===== config.mk =====
export PLATFORM = sky130hd
export DESIGN_NAME = cpu_sequencer
export DESIGN_NICKNAME = d
export VERILOG_FILES = /design/src/rtl/cpu_pkg.sv /design/src/rtl/delay_slot_tracker.sv /design/src/rtl/cpu_sequencer.sv
export SDC_FILE = /design/constraint.sdc
export NUM_CORES = 1
export LEC_CHECK = 0
export BUFFER_PORTS_ARGS = -buffer_cell sky130_fd_sc_hd__clkbuf_2
export CORE_MARGIN = 2
export CORE_UTILIZATION = 50
export CTS_CLUSTER_SIZE = 14
export DETAILED_ROUTE_END_ITERATION = 10
export PLACE_DENSITY = 0.85
export SLEW_MARGIN = 40
export SYNTH_ARGS = -nofsm -noshare
export SYNTH_HDL_FRONTEND = slang
export SYNTH_HIERARCHICAL = 1
export SYNTH_SLANG_ARGS = --single-unit
export TNS_END_PERCENT = 20

===== constraint.sdc =====
create_clock -name clk -period 3.4 [get_ports clk]
set_clock_uncertainty 0.05 [all_clocks]
set_input_delay 1.02 -clock clk [delete_from_list [all_inputs] [get_ports clk]]
set_output_delay 1.02 -clock clk [all_outputs]
set_load 0.01 [all_outputs]

===== src/rtl/cpu_pkg.sv =====
// Shared definitions for the multi-cycle MIPS core: sequencer state encoding
// and the jump address that halts the core.
package cpu_pkg;

  typedef enum logic [3:0] {
    HALT   = 4'd0,
    FETCH  = 4'd1,
    DECODE = 4'd2,
    EXEC1  = 4'd3,
    EXEC2  = 4'd4
  } state_t;

  localparam logic [31:0] HALT_ADDR = 32'h0000_0000;

  function automatic logic is_halt_target(input logic [31:0] addr);
    return addr == HALT_ADDR;
  endfunction

endpackage


===== src/rtl/delay_slot_tracker.sv =====
// Remembers a taken branch until its delay slot retires, then hands the
// target to the PC and flags a halt when that target is the halt address.
module delay_slot_tracker
  import cpu_pkg::*;
(
  input  logic        clk,
  input  logic        reset,
  input  logic        retire,
  input  logic        branch_taken,
  input  logic [31:0] branch_target,
  output logic        delay_pending,
  output logic [31:0] redirect_target,
  output logic        halt_on_retire
);

  // Only meaningful together with retire: the delay slot of a jump to the halt address.
  assign halt_on_retire = delay_pending && is_halt_target(redirect_target);

  // A branch in a delay slot chains a new pending redirect, unless the core is
  // halting, in which case that branch is dropped.
  always_ff @(posedge clk) begin
    if (reset) begin
      delay_pending   <= 1'b0;
      redirect_target <= 32'h0;
    end else if (retire) begin
      if (halt_on_retire) begin
        delay_pending <= 1'b0;
      end else if (branch_taken) begin
        delay_pending   <= 1'b1;
        redirect_target <= branch_target;
      end else begin
        delay_pending <= 1'b0;
      end
    end
  end

endmodule


===== src/rtl/cpu_sequencer.sv =====
// Multi-cycle state sequencer: steps FETCH/DECODE/EXEC1/EXEC2, stalls on the
// Avalon waitrequest, counts retired instructions and halts on a jump to 0.
module cpu_sequencer
  import cpu_pkg::*;
#(
  parameter state_t RESET_STATE = FETCH
) (
  input  logic        clk,
  input  logic        reset,
  input  logic        waitrequest,
  input  logic        mem_access,
  input  logic        branch_taken,
  input  logic [31:0] branch_target,
  output logic [3:0]  state,
  output logic        active,
  output logic        stall,
  output logic        retire,
  output logic        pc_redirect,
  output logic [31:0] redirect_target,
  output logic        delay_pending,
  output logic [31:0] instr_count
);

  state_t state_q;
  state_t state_next;
  logic   halt_on_retire;

  delay_slot_tracker u_delay_slot_tracker (
    .clk             (clk),
    .reset           (reset),
    .retire          (retire),
    .branch_taken    (branch_taken),
    .branch_target   (branch_target),
    .delay_pending   (delay_pending),
    .redirect_target (redirect_target),
    .halt_on_retire  (halt_on_retire)
  );

  always_ff @(posedge clk) begin
    if (reset) begin
      state_q     <= RESET_STATE;
      instr_count <= 32'h0;
    end else begin
      state_q <= state_next;
      if (retire) begin
        instr_count <= instr_count + 32'd1;
      end
    end
  end

  // EXEC1 only waits on memory when the control unit is actually accessing it.
  always_comb begin
    state_next = state_q;
    stall      = 1'b0;
    case (state_q)
      HALT:   state_next = HALT;
      FETCH: begin
        if (waitrequest) stall = 1'b1;
        else             state_next = DECODE;
      end
      DECODE: state_next = EXEC1;
      EXEC1: begin
        if (mem_access && waitrequest) stall = 1'b1;
        else                           state_next = EXEC2;
      end
      EXEC2: begin
        if (waitrequest)         stall = 1'b1;
        else if (halt_on_retire) state_next = HALT;
        else                     state_next = FETCH;
      end
      default: state_next = RESET_STATE;
    endcase
  end

  assign retire      = (state_q == EXEC2) && !waitrequest;
  assign pc_redirect = retire && delay_pending;
  assign active      = (state_q != HALT);
  assign state       = state_q;

endmodule


==> results <==
- The maximum number of pins on one net before global-route repair is 66.
- The setup TNS is 0 ns.
- The post-synthesis instance area is 3317 um2.
- Clock-pin slew was measured on the worst setup and hold paths at 0.06 ns.
- The wire length of the first global-routing pass is 12760 um.
- The mean routed wirelength per cell is 13.74 um.
- The sequential share of power is between 50% and 60%.
- The max-slew violation count is 0.
- The count of routing violations after the opening detailed-route iteration is around 110.
- The minimum clock period is between 3 and 4 ns.
- The overall power consumption is ~1.5 mW.
- The number of I/O pins is 110.
- For this run, the top clock speed supported by timing is 313.1 MHz.
- The final standard cell area without fillers is 4073 um2.
- Traced cell by cell, the critical path runs through clkbuf_2 > or4b_1 > inv_1 > buf_4 > clkbuf_2.
- The data required time at the worst endpoint is roughly 2.3 ns.
- Synthesis produced 375 cells.
- 0 antenna diodes ended up in the layout.
- In the routed design, unresolved DRC markers number 0.
- The die area is approximately 7300 um2.
- The internal portion of total power is 1.161 mW.
- Together, buffers and inverters on the worst path number 4.
- The via count of the first global-routing pass is 2818.
- The number of buffers added by the clock tree synthesis step is 9.
- The startpoint kind of the worst setup timing path is an input pin.
- The most prevalent standard cell on the critical path is sky130_fd_sc_hd__clkbuf_2.
- The routed layout has 3027 vias.
- At the end of routability-driven placement, the weighted congestion stood at 0.8060.
- The fraction of the yosys area taken by sequential cells is 41.04%.
- The count of fill cells added during filler insertion is 520.
- The maximum count of clock buffers along a single path is 2.
- The final net count is 514.
- The switching power as a share of total power is 22.74%.
- The core outline area is 6386 um2.
- The number of optimization iterations in the first detailed-route pass is 4.
- The placed instances occupy a cell area of 3897 um2.
- The classification of the worst setup path is input pin to output port.
- For this run, the number of Yosys warnings is 6.
- The part of the power in the clock network is around 40%.
- The width of the die is 85.45 um.
- The final number of hold-violating endpoints is 0.
- The mean post-synth cell area is roughly 8.8 um2.
- The deepest level of the CTS H-tree is 3.
- The cell row count is 29.
- The tool flagged a number of max-cap violations equal to 0.
- The floorplan die height is between 80 and 90 um.
- The number of antenna-violating nets in the routed design is 0.
- The worst max-slew margin expressed relative to the limit is 46.40%.
- The initial antenna violation count came to 0.
- The leakage power of the design is 1.649 nW.
- The run finished with clean final reports.
- Across every metal layer, demand over resource in global routing totals 21.44%.
- The synthesis-to-layout area growth is 22.78%.
- The net count of the mapped netlist is 413.
- The final count of negative-setup-slack endpoints is 0.
- On the critical path the largest part of the delay comes from simple AND/OR/NAND/NOR gates.
- Across the VDD grid, the largest voltage drop is 0.3288 mV.
- The proportion of power drawn by combinational gates is 6.1%.
- For the pin with the worst max-slew slack, the measured transition is 0.7928 ns.
- The most common cell after layout, fill and taps aside is sky130_fd_sc_hd__clkbuf_2.
- For this configuration, the core starts out at a cell density of slightly above 50%.
- Post-CTS timing repair inserted 0 buffers for setup.
- The root buffer cell is sky130_fd_sc_hd__clkbuf_8.
- Counting flops and latches in the post-synthesis netlist gives 68.
- For this run, the slowest stage of the critical path takes ~0.57 ns.
- The routed design has roughly 7600 um of wire.
- The slowest stage of the critical path belongs to the cell sky130_fd_sc_hd__or4b_1.
- The total of hold buffers inserted after clock tree synthesis is 0.
- The ratio of cells with drive above 1 in the final layout is 27.97%.
- The worst-skew pair later-pin latency is 0.34 ns.
- The kind of end point of the critical path is an output port.
- The number of port buffers is 108.
- The number of gates resized after CTS was 0.
- The top cell types in the final layout, fill and taps aside, are 108 x sky130_fd_sc_hd__clkbuf_2, 68 x sky130_fd_sc_hd__dfxtp_1, 56 x sky130_fd_sc_hd__nand2b_1.
- The TritonCTS clock tree is built.
- After global routing the overflow that remains totals 0.
- The synthesized netlist contains 41 unique library cells.
- The worst-path maximum fanout is 8.
- The total clock sinks is 68.
- In this run the worst hold path is classified as flip-flop to flip-flop.
- The post-DP HPWL is 5527 um.
- Dividing the final minimum period by the clock period gives 93.93%.
- Power spread over the standard cell area amounts to 369.0 nW/um2.
- Using the TritonRoute via totals, the vias-per-cell ratio works out to 5.444.
- Data arrives at the worst endpoint at 2.12 ns.
- The switching power is 341.8 uW.
- Setup repair after global routing left no endpoint under its margin.
-- worst reg2reg max path, stage by stage (launching register included) --
cell and delay, ns:
sky130_fd_sc_hd__dfxtp_1 0.47, sky130_fd_sc_hd__or4b_1 0.56, sky130_fd_sc_hd__or3_1 0.64, sky130_fd_sc_hd__or4_1 0.59
sky130_fd_sc_hd__a21oi_1 0.14
-- power groups by stage --
stage | Clock, mW | Sequential, mW | Combinational, mW
finish | 0.603 | 0.808 | 0.0918
global route | 0.659 | 0.808 | 0.103
CTS | 0.616 | 0.808 | 0.0921
detailed placement | 0 | 0.826 | 0.0919
global placement | 0 | 0.826 | 0.0894
floorplan | 0 | 0.826 | 0.0519
-- final timing paths --
kind,from,end,slack [ns],depth (start not counted)
worst max-delay path,waitrequest,retire,0.21,5
worst min-delay path,u_delay_slot_tracker/redirect_target[5]$_SDFFE_PP0P_,u_delay_slot_tracker/redirect_target[5]$_SDFFE_PP0P_,0.44,2
worst max register to register,state[2]$_SDFFE_PP0P_,instr_count[24]$_SDFFE_PP0P_,0.89,4
worst min register to register,u_delay_slot_tracker/redirect_target[5]$_SDFFE_PP0P_,u_delay_slot_tracker/redirect_target[5]$_SDFFE_PP0P_,0.44,2
-- final cells by class --
| cell class | count | area, um2 | share of cell area [%] |
|---|---|---|---|
| multi-input cells | 273 | 1788 | 43.90 |
| inverters | 9 | 33.78 | 0.8295 |
| flip-flops and latches | 68 | 1361 | 33.43 |
| clock buffers | 12 | 165.2 | 4.055 |
| repair buffers | 115 | 618.1 | 15.18 |
| well taps | 77 | 96.34 | 2.366 |
| clock inverters | 2 | 10.01 | 0.2458 |
-- cells in the mapped netlist (all sizes together) --
library cell	instances	area share (%)
a41oi	1	0.26
or4	10	2.3
and2	6	1.1
a22oi	1	0.23
nand2	20	2.3
o21ai	10	1.5
nor2	20	2.3
nand4	10	1.9
o41ai	3	0.79
nor4b	2	0.72
ha	1	0.38
inv	9	1.0
nor4	13	2.5
nor2b	5	0.94
o21ba	1	0.30
a2111oi	1	0.26
clkbuf	14	1.6
mux2i	29	8.8
xor2	2	0.53
or4b	1	0.30
conb	1	0.11
or3	10	1.9
o31a	1	0.26
dfxtp	68	41
or2b	3	0.68
nand2b	56	11
a21oi	19	2.9
o31ai	9	2.0
nand3	11	1.7
mux2	5	1.7
nor3	6	0.91
and4	3	0.79
and3	2	0.38
xnor2	8	2.1
buf	11	2.5
nand3b	3	0.68
-- kinds of logic after synthesis --
kind of cell    synth area share [%]
simple gates                   31.76
flops                          41.04
compound gates                 8.525
mux                            10.45
buf+inv                        5.092
xor+xnor                       2.641
fa+ha+maj                     0.3772
other cells                   0.1131
-- per-stage QoR --
stage / utilization [%] / cells / worst slack [ns] / hold slack (ns)
global route: 63.77 / 556 / 0.1423 / 0.4628
floorplan: - / 375 / 0.1719 / 0.4538
finish: 63.77 / 556 / 0.2065 / 0.4435
detailed placement: 61.03 / 542 / 0.1683 / 0.4306
global placement: 61.03 / 542 / 0.2185 / 0.4220
CTS: 63.77 / 556 / 0.1987 / 0.4400
-- registers in the layout, indices dropped and copies added (netlist names) --
register and cells:
state 3, u_delay_slot_tracker/delay_pending 1, u_delay_slot_tracker/redirect_target 32, instr_count 32
-- routing by layer --
metal	GRT usage, %	share of wire (%)	vias to the layer above
met1	26.74	43	1387
met3	5.350	7.3	10
li1	-	-	1520
met4	8.802	1.4	0
met2	35.37	48	110
met5	0	0	-
Note: power is estimated with default switching activity, not from simulation.
